### config.mk
export PLATFORM = sky130hd
export DESIGN_NAME = ahb_button_event_queue
export DESIGN_NICKNAME = d
export VERILOG_FILES = /design/src/rtl/button_pkg.sv /design/src/rtl/button_channel.sv /design/src/rtl/ahb_button_event_queue.sv
export SDC_FILE = /design/constraint.sdc
export NUM_CORES = 1
export LEC_CHECK = 0
export BUFFER_PORTS_ARGS = -buffer_cell sky130_fd_sc_hd__buf_4
export CAP_MARGIN = 25
export CELL_PAD_IN_SITES_DETAIL_PLACEMENT = 2
export CELL_PAD_IN_SITES_GLOBAL_PLACEMENT = 2
export CORE_MARGIN = 3
export CORE_UTILIZATION = 35
export CTS_CLUSTER_DIAMETER = 150
export DETAILED_ROUTE_END_ITERATION = 8
export HOLD_SLACK_MARGIN = 0.1
export PLACE_DENSITY_LB_ADDON = 0.25
export SYNTH_ARGS = -nofsm -noshare
export SYNTH_HDL_FRONTEND = slang
export SYNTH_SLANG_ARGS = --single-unit
### constraint.sdc
create_clock -name HCLK -period 3.5 [get_ports HCLK]
set_clock_uncertainty 0.2 [all_clocks]
set_input_delay 0.7 -clock HCLK [delete_from_list [all_inputs] [get_ports HCLK]]
set_output_delay 0.7 -clock HCLK [all_outputs]
set_load 0.01 [all_outputs]
### src/rtl/button_pkg.sv
// ---------------------------------------------------------------------------
// button_pkg
// Shared types and constants for the AHB button event queue.
//   evt_code_t   : event code carried in the EVENT register (0 = no event)
//   chan_state_t : per-channel press classification state
//   evt_entry_t  : one FIFO entry, {channel index, event code}
//   REG_*        : register offsets as decoded from HADDR[3:2]
//   pack_event   : builds the 32-bit EVENT read word from a FIFO entry
// ---------------------------------------------------------------------------
package button_pkg;

   typedef enum logic [1:0] {
      NONE   = 2'd0,
      SHORT  = 2'd1,
      DOUBLE = 2'd2,
      LONG   = 2'd3
   } evt_code_t;

   typedef enum logic [1:0] {
      IDLE     = 2'd0,
      HELD     = 2'd1,
      WAIT_REL = 2'd2,
      GAP      = 2'd3
   } chan_state_t;

   typedef struct packed {
      logic [2:0] chan;
      evt_code_t  code;
   } evt_entry_t;

   localparam logic [1:0] REG_STATUS = 2'd0;
   localparam logic [1:0] REG_EVENT  = 2'd1;
   localparam logic [1:0] REG_CTRL   = 2'd2;
   localparam logic [1:0] REG_LEVEL  = 2'd3;

   // EVENT word layout: [31]=valid, [10:8]=chan, [1:0]=code, all else 0.
   function automatic logic [31:0] pack_event(input evt_entry_t entry);
      return {1'b1, 20'd0, entry.chan, 6'd0, entry.code};
   endfunction

endpackage

### src/rtl/button_channel.sv
// ---------------------------------------------------------------------------
// button_channel
// One button: 2-flop synchroniser, debounce filter, press classifier FSM and
// a single-entry pending event slot that the top-level arbiter drains.
// Ports:
//   HCLK, HRESETn : clock, asynchronous active-low reset
//   btn_n         : raw button, 0 = pressed, asynchronous
//   accept        : arbiter takes the pending event this cycle
//   clr_lost      : clear the LOST flag (software W1C of OVF)
//   level         : debounced level, 1 = pressed
//   pend_valid    : a pending event is waiting
//   pend_code     : code of the pending event
//   lost          : a pending event was overwritten before being accepted
// ---------------------------------------------------------------------------
module button_channel
   import button_pkg::*;
#(
   parameter int DEB_CYC  = 900,
   parameter int LONG_CYC = 32000,
   parameter int GAP_CYC  = 16000
) (
   input  logic      HCLK,
   input  logic      HRESETn,
   input  logic      btn_n,
   input  logic      accept,
   input  logic      clr_lost,
   output logic      level,
   output logic      pend_valid,
   output evt_code_t pend_code,
   output logic      lost
);

   localparam int TMR_MAX = (LONG_CYC > GAP_CYC) ? LONG_CYC : GAP_CYC;
   localparam int DEB_W   = $clog2(DEB_CYC + 1);
   localparam int TMR_W   = $clog2(TMR_MAX + 1);

   localparam logic [DEB_W-1:0] DEB_LAST  = DEB_W'(DEB_CYC - 1);
   localparam logic [TMR_W-1:0] LONG_LAST = TMR_W'(LONG_CYC - 1);
   localparam logic [TMR_W-1:0] GAP_LAST  = TMR_W'(GAP_CYC - 1);

   logic [1:0]       sync_q;
   logic             pressed_sync;
   logic [DEB_W-1:0] deb_cnt_q;
   logic             level_q;

   chan_state_t      state_q, state_d;
   logic [TMR_W-1:0] tmr_q, tmr_d;
   logic             emit;
   evt_code_t        emit_code;

   logic             pend_valid_q;
   evt_code_t        pend_code_q;
   logic             lost_q;

   // Two-flop synchroniser; resets to the released (high) level so that no
   // spurious press is seen coming out of reset.
   always_ff @(posedge HCLK or negedge HRESETn) begin
      if (!HRESETn) begin
         sync_q <= 2'b11;
      end else begin
         sync_q <= {sync_q[0], btn_n};
      end
   end

   assign pressed_sync = ~sync_q[1];

   // Debounce: the counter only runs while the synced level disagrees with
   // the accepted level. Because the level is binary, any change of the
   // synced level during a run makes it agree again, which restarts the
   // count, so a level is accepted only after DEB_CYC unbroken cycles.
   always_ff @(posedge HCLK or negedge HRESETn) begin
      if (!HRESETn) begin
         deb_cnt_q <= '0;
         level_q   <= 1'b0;
      end else if (pressed_sync == level_q) begin
         deb_cnt_q <= '0;
      end else if (deb_cnt_q == DEB_LAST) begin
         deb_cnt_q <= '0;
         level_q   <= pressed_sync;
      end else begin
         deb_cnt_q <= deb_cnt_q + 1'b1;
      end
   end

   // Classifier state register. The timer measures held time in HELD and
   // the double-press window in GAP.
   always_ff @(posedge HCLK or negedge HRESETn) begin
      if (!HRESETn) begin
         state_q <= IDLE;
         tmr_q   <= '0;
      end else begin
         state_q <= state_d;
         tmr_q   <= tmr_d;
      end
   end

   // Classifier next-state logic. Each state implies the debounced level it
   // was entered with, so testing the level here acts on debounced edges.
   always_comb begin
      state_d   = state_q;
      tmr_d     = tmr_q;
      emit      = 1'b0;
      emit_code = NONE;
      case (state_q)
         IDLE: begin
            if (level_q) begin
               state_d = HELD;
               tmr_d   = '0;
            end
         end
         HELD: begin
            if (!level_q) begin
               state_d = GAP;
               tmr_d   = '0;
            end else if (tmr_q == LONG_LAST) begin
               emit      = 1'b1;
               emit_code = LONG;
               state_d   = WAIT_REL;
            end else begin
               tmr_d = tmr_q + 1'b1;
            end
         end
         WAIT_REL: begin
            if (!level_q) begin
               state_d = IDLE;
            end
         end
         GAP: begin
            if (level_q) begin
               emit      = 1'b1;
               emit_code = DOUBLE;
               state_d   = WAIT_REL;
            end else if (tmr_q == GAP_LAST) begin
               emit      = 1'b1;
               emit_code = SHORT;
               state_d   = IDLE;
            end else begin
               tmr_d = tmr_q + 1'b1;
            end
         end
         default: begin
            state_d = IDLE;
            tmr_d   = '0;
         end
      endcase
   end

   // Pending slot. A new event always wins the slot; if the previous one was
   // still waiting and not taken this very cycle it is lost and flagged.
   // Setting LOST takes priority over a simultaneous software clear.
   always_ff @(posedge HCLK or negedge HRESETn) begin
      if (!HRESETn) begin
         pend_valid_q <= 1'b0;
         pend_code_q  <= NONE;
         lost_q       <= 1'b0;
      end else begin
         if (emit) begin
            pend_valid_q <= 1'b1;
            pend_code_q  <= emit_code;
         end else if (accept) begin
            pend_valid_q <= 1'b0;
         end
         if (emit && pend_valid_q && !accept) begin
            lost_q <= 1'b1;
         end else if (clr_lost) begin
            lost_q <= 1'b0;
         end
      end
   end

   assign level      = level_q;
   assign pend_valid = pend_valid_q;
   assign pend_code  = pend_code_q;
   assign lost       = lost_q;

endmodule

### src/rtl/ahb_button_event_queue.sv
// ---------------------------------------------------------------------------
// ahb_button_event_queue
// AHB-Lite slave that debounces N_BTN active-low buttons, classifies each
// press as SHORT, DOUBLE or LONG and queues {chan,code} events in a FIFO
// which software drains through a read-to-pop register.
// Ports:
//   HCLK, HRESETn      : AHB clock, asynchronous active-low reset
//   HSEL, HREADY       : slave select, bus ready
//   HWRITE, HTRANS     : transfer direction and type
//   HSIZE              : transfer size (word accesses assumed, ignored)
//   HADDR              : address, only [3:2] decoded
//   HWDATA             : write data (data phase)
//   Btn                : raw buttons, 0 = pressed
//   HRDATA             : read data
//   HREADYOUT          : always 1, zero wait states
//   IRQ                : registered IE & FIFO non-empty
// Registers: 0x0 STATUS, 0x4 EVENT (pop on read), 0x8 CTRL, 0xC LEVEL.
// ---------------------------------------------------------------------------
module ahb_button_event_queue
   import button_pkg::*;
#(
   parameter int N_BTN      = 4,
   parameter int DEB_CYC    = 900,
   parameter int LONG_CYC   = 32000,
   parameter int GAP_CYC    = 16000,
   parameter int FIFO_DEPTH = 8
) (
   input  logic             HCLK,
   input  logic             HRESETn,
   input  logic             HSEL,
   input  logic             HREADY,
   input  logic             HWRITE,
   input  logic [1:0]       HTRANS,
   input  logic [2:0]       HSIZE,
   input  logic [31:0]      HADDR,
   input  logic [31:0]      HWDATA,
   input  logic [N_BTN-1:0] Btn,
   output logic [31:0]      HRDATA,
   output logic             HREADYOUT,
   output logic             IRQ
);

   localparam int PTR_W = $clog2(FIFO_DEPTH);
   localparam int CNT_W = PTR_W + 1;

   logic [N_BTN-1:0] level;
   logic [N_BTN-1:0] pend_valid;
   logic [N_BTN-1:0] lost;
   logic [N_BTN-1:0] grant;
   evt_code_t        pend_code [N_BTN];

   logic             push_req;
   logic [2:0]       push_chan;
   evt_code_t        push_code;
   logic             push;
   logic             pop;

   evt_entry_t       fifo_mem [FIFO_DEPTH];
   logic [PTR_W-1:0] wr_ptr_q;
   logic [PTR_W-1:0] rd_ptr_q;
   logic [CNT_W-1:0] count_q;
   logic             empty;
   logic             full;
   evt_entry_t       head;
   logic [4:0]       count_ext;
   logic [3:0]       count_field;

   logic             ap_valid_q;
   logic             ap_write_q;
   logic [1:0]       ap_addr_q;
   logic             ctrl_wr;
   logic             clr_ovf;

   logic             ie_q;
   logic             fifo_ovf_q;
   logic             ovf;
   logic             irq_q;
   logic             unused_inputs;

   genvar g;
   generate
      for (g = 0; g < N_BTN; g++) begin : g_chan
         button_channel #(
            .DEB_CYC  (DEB_CYC),
            .LONG_CYC (LONG_CYC),
            .GAP_CYC  (GAP_CYC)
         ) u_chan (
            .HCLK       (HCLK),
            .HRESETn    (HRESETn),
            .btn_n      (Btn[g]),
            .accept     (grant[g]),
            .clr_lost   (clr_ovf),
            .level      (level[g]),
            .pend_valid (pend_valid[g]),
            .pend_code  (pend_code[g]),
            .lost       (lost[g])
         );
      end
   endgenerate

   // Fixed-priority arbiter: the lowest-numbered channel with a pending
   // event is granted. The grant is given even when the FIFO is full, so a
   // dropped event leaves its slot and is recorded in OVF instead.
   always_comb begin
      grant     = '0;
      push_req  = 1'b0;
      push_chan = '0;
      push_code = NONE;
      for (int i = 0; i < N_BTN; i++) begin
         if (pend_valid[i] && !push_req) begin
            grant[i]  = 1'b1;
            push_req  = 1'b1;
            push_chan = 3'(i);
            push_code = pend_code[i];
         end
      end
   end

   assign empty = (count_q == '0);
   assign full  = (count_q == CNT_W'(FIFO_DEPTH));
   assign head  = fifo_mem[rd_ptr_q];

   // A pop frees a slot in the same cycle, so a push into a full FIFO still
   // lands when software is reading at that moment.
   assign pop  = ap_valid_q && !ap_write_q && HREADY &&
                 (ap_addr_q == REG_EVENT) && !empty;
   assign push = push_req && (!full || pop);

   // FIFO storage carries no reset; validity is tracked by the count.
   always_ff @(posedge HCLK) begin
      if (push) begin
         fifo_mem[wr_ptr_q].chan <= push_chan;
         fifo_mem[wr_ptr_q].code <= push_code;
      end
   end

   // FIFO pointers wrap naturally because the depth is a power of two; the
   // count saturates at the depth since a push into a full FIFO is refused.
   always_ff @(posedge HCLK or negedge HRESETn) begin
      if (!HRESETn) begin
         wr_ptr_q <= '0;
         rd_ptr_q <= '0;
         count_q  <= '0;
      end else begin
         if (push) begin
            wr_ptr_q <= wr_ptr_q + 1'b1;
         end
         if (pop) begin
            rd_ptr_q <= rd_ptr_q + 1'b1;
         end
         case ({push, pop})
            2'b10:   count_q <= count_q + 1'b1;
            2'b01:   count_q <= count_q - 1'b1;
            default: count_q <= count_q;
         endcase
      end
   end

   // AHB address phase capture. Only accepted when the bus is ready, so a
   // stalled transfer elsewhere never repeats our side effects.
   always_ff @(posedge HCLK or negedge HRESETn) begin
      if (!HRESETn) begin
         ap_valid_q <= 1'b0;
         ap_write_q <= 1'b0;
         ap_addr_q  <= REG_STATUS;
      end else if (HREADY) begin
         ap_valid_q <= HSEL && HTRANS[1];
         ap_write_q <= HWRITE;
         ap_addr_q  <= HADDR[3:2];
      end
   end

   assign ctrl_wr = ap_valid_q && ap_write_q && HREADY && (ap_addr_q == REG_CTRL);
   assign clr_ovf = ctrl_wr && HWDATA[1];

   // Control and overflow state. FIFO overflow is sticky; a new overflow in
   // the same cycle as the W1C clear keeps the flag set.
   always_ff @(posedge HCLK or negedge HRESETn) begin
      if (!HRESETn) begin
         ie_q       <= 1'b0;
         fifo_ovf_q <= 1'b0;
         irq_q      <= 1'b0;
      end else begin
         if (ctrl_wr) begin
            ie_q <= HWDATA[0];
         end
         if (push_req && full && !pop) begin
            fifo_ovf_q <= 1'b1;
         end else if (clr_ovf) begin
            fifo_ovf_q <= 1'b0;
         end
         irq_q <= ie_q && !empty;
      end
   end

   assign ovf = fifo_ovf_q || (|lost);

   // The STATUS count field is four bits wide; a full 16-deep FIFO is shown
   // as 15 rather than wrapping to zero.
   assign count_ext   = 5'(count_q);
   assign count_field = count_ext[4] ? 4'hF : count_ext[3:0];

   // Read mux, combinational on the registered address during a read data
   // phase; zero otherwise and for all unused bits.
   always_comb begin
      HRDATA = '0;
      if (ap_valid_q && !ap_write_q) begin
         case (ap_addr_q)
            REG_STATUS: begin
               HRDATA[0]   = !empty;
               HRDATA[1]   = ovf;
               HRDATA[7:4] = count_field;
            end
            REG_EVENT: begin
               if (!empty) begin
                  HRDATA = pack_event(head);
               end
            end
            REG_CTRL: begin
               HRDATA[0] = ie_q;
            end
            REG_LEVEL: begin
               HRDATA[N_BTN-1:0] = level;
            end
            default: begin
               HRDATA = '0;
            end
         endcase
      end
   end

   assign HREADYOUT = 1'b1;
   assign IRQ       = irq_q;

   assign unused_inputs = ^{HSIZE, HTRANS[0], HADDR[31:4], HADDR[1:0], HWDATA[31:2]};

endmodule

==> impl_metrics.yaml <==
status:
  outcome: "finished clean"
sta:
  worst_pin_slew_ns: 1.042
  fmax_mhz: 312.7
  holdWs_ns: 0.1559
  period_share: 0.9138
  setup_viol: 0
  slew_headroom: 0.3020
  worst_slack_ns: 0.3019
  hold_viol: 0
  rsz0062_at_grt: "false"
  slew_viol_final: 0
  timing.setup.tns_ns: 0
  final.min_clock_period_ns: 3.198
setup_path:
  cp_max_fo: 8
  endpoint_kind: "primary output"
  rr_endpoint: "count_field[2]$_DFFE_PN0P_"
  crit_required_ns: 2.60
  crit_type: "register to primary output"
  start_kind: "register"
  crit_arrival_ns: 2.30
  reg2reg_from: "g_chan[1].u_chan.pend_valid$_DFFE_PN0P_"
  reg2reg_slack_ns: 0.48
  reg2reg_depth: 7
floorplanning:
  num_rows: 59
  core-area_um2: 26500
  die_height_um: 171.5
  initial_core_util: 0.3616
  ios: 112
  die_width_um: 171.5
  die-area_um2: 29410
worst_hold_path:
  min_from: "Btn[0]"
  whs_path_depth: 1
  whs_endpoint: "g_chan[0].u_chan.sync_q[0]$_DFF_PN1_"
  hp-class: "input pin to register"
power_and_ir_drop:
  power_leakage_nw: 4.384
  power-per-cell-area_nw_per_um2: 405.6
  finalPower_mw: 4.308
  max-vdd-ir-drop_mv: 0.3218
routing:
  drc: 0
  routed_wirelength_mm: 26.40
  vias: 7400
  first_pass_iters: 6
  ant_nets: 0
  drt-initial-drc-count: 371
  via_per_inst: 5.606
  wl_per_cell_um: 20.00
clock_network:
  cts_buffers: 17
  htreeDepth: 4
  cts_tree: "built"
  path_clk_slew_ns: 0.09
  max-clock-path-buffers: 2
  ctsResizeCount: 0
  cts-root-buf: "clkbuf_16"
  cts_setup_buffers: 0
  clk_latency_ns: 0.44
  cts_sinks: 185
  cts_hold_buf: 1
place:
  io_buffer_count: 25
  hpwl_mm: 18.30
  placed_cells: 1287
  dp_slack_ns: 0.5480
  gp_congestion: 0.7647
  placed_area_um2: 10020
logic_synthesis:
  ys_top_cells_by_area: "dfrtp_1 (38%), edfxtp_1 (10%), nor2_1 (3.7%)"
  synth_edf_count: 32
  syn_inst: 959
  syn_area_per_cell_um2: 9.994
  yosys_warnings: 0
  ys_types: 67
  ys_ff_latch: 185
  yosysTopAreaCell: "dfrtp_1"
  yosysSeqAreaShare: 0.5008
  synth-async-reset-ratio: 0.8270
  ys.flop_type: "dfrtp_1"
  synth_area_um2: 9584
  yosysTopAreaCellShare: 0.3786
finish:
  antenna_cells: 0
  fin_area_um2: 10620
  fillers: 2854
  syn_to_final_growth_pct: 10.84
  postLayoutCoreUtil: 0.4008
  nets: 1061
  drive_above_1_share: 0.1157
  instances_no_fill: 1320
global_routing:
  grt_max_degree: 70
  grt_pass1_wl_mm: 43.86
  track_usage: 0.1848
  grt.overflow.total: 0
  grt_antenna_before_repair: 0
  grt_pass1_vias: 7999
job:
  maxCapViolations: 0
-- how the worst max path moves through the flow --
stage | end | cells after the start | start | slack, ns
4_1_cts | HRDATA[0] | 5 | rd_ptr_q[0]$_DFFE_PN0P_ | 0.21
3_5_place_dp | count_field[2]$_DFFE_PN0P_ | 7 | g_chan[0].u_chan.pend_valid$_DFFE_PN0P_ | 0.55
2_1_floorplan | count_field[2]$_DFFE_PN0P_ | 8 | HREADY | 0.74
3_3_place_gp | count_field[2]$_DFFE_PN0P_ | 7 | g_chan[0].u_chan.pend_valid$_DFFE_PN0P_ | 0.60
6_report | HRDATA[0] | 5 | rd_ptr_q[0]$_DFFE_PN0P_ | 0.30
5_1_grt | HRDATA[0] | 5 | rd_ptr_q[0]$_DFFE_PN0P_ | 0.09
-- report_power, final --
part           total (mW)  internal [mW]  switching (mW)
logic               0.133         0.0426          0.0901
registers            2.23           2.21          0.0232
clock network        1.94          0.966           0.975
-- Yosys cell counts, types with 4 or more instances --
cell type and number:
a211oi_1 5, a21o_1 6, a21oi_1 36, a31oi_1 17, a41oi_1 5, and2_1 14, and3_1 12, and4_1 9
and4b_1 4, buf_2 13, buf_4 25, clkbuf_1 26, dfrtp_1 145, dfstp_2 8, edfxtp_1 32, ha_1 11
inv_1 31, mux2_2 9, mux2i_1 12, mux4_2 8, nand2_1 90, nand2b_1 20, nand3_1 48, nand4_1 20
nor2_1 94, nor2b_1 10, nor3_1 22, nor4_1 11, nor4_2 4, o211ai_1 6, o21a_1 4, o21ai_0 43
o22ai_1 12, o31ai_1 34, o41ai_1 8, or3_1 4, or4_1 8, xnor2_1 27, xor2_1 20
-- flip-flops by register name, indices dropped and copies added, names as in the netlist --
name and count:
g_chan.u_chan.pend_valid 4, g_chan.u_chan.level 4, ap_write_q 1, count_field 4, g_chan.u_chan.tmr_q 60, rd_ptr_q 3
g_chan.u_chan.pend_code 8, ie_q 1, g_chan.u_chan.deb_cnt_q 40, g_chan.u_chan.lost 4, wr_ptr_q 3, IRQ 1
g_chan.u_chan.sync_q 8, g_chan.u_chan.state_q 8, fifo_ovf_q 1, ap_addr_q 2, fifo_mem 32, ap_valid_q 1
-- kinds of logic after synthesis --
logic type | synth area share
simple gates | 0.2087
buf+inv | 0.05143
compound gates | 0.1390
xor+xnor | 0.04295
fa+ha+maj | 0.01436
flops | 0.5008
other cells | 0.0007836
mux | 0.04191
-- final cells by class --
cell class	instances	area [um^2]	area share
clock buffers	17	425.4	0.04005
clock inverters	15	168.9	0.01590
inverters	31	116.4	0.01095
well taps	335	419.2	0.03946
flip-flops and latches	185	4800	0.4518
repair buffers	41	326.6	0.03074
multi-input cells	696	4367	0.4111
-- cells in the final DEF (no fill, tap or decap), types with 9 or more instances in the layout --
master,n
a21oi_1,36
a31oi_1,17
and2_1,14
and3_1,12
and4_1,9
buf_4,38
clkbuf_16,17
conb_1,22
dfrtp_1,145
edfxtp_1,32
ha_1,11
inv_1,31
mux2_2,9
mux2i_1,12
nand2_1,90
nand2b_1,20
nand3_1,48
nand4_1,20
nor2_1,94
nor2b_1,10
nor3_1,22
nor4_1,11
o21ai_0,43
o22ai_1,12
o31ai_1,34
xnor2_1,27
xor2_1,20
-- critical path, cell delays in order, from the launching register on --
cell and delay, ns:
dfrtp_1 0.65, buf_4 0.23, mux4_2 0.51, mux2i_1 0.21, a21oi_1 0.11, buf_4 0.17
-- routing by layer --
layer / wire, um / up-vias / track usage
met5: 0 / - / 0
met4: 189 / 0 / 0.03604
met3: 378 / 12 / 0.02436
met2: 13080 / 51 / 0.3120
met1: 12740 / 3856 / 0.2568
li1: - / 3481 / -
No activity file was read; power rests on OpenSTA's default activity.
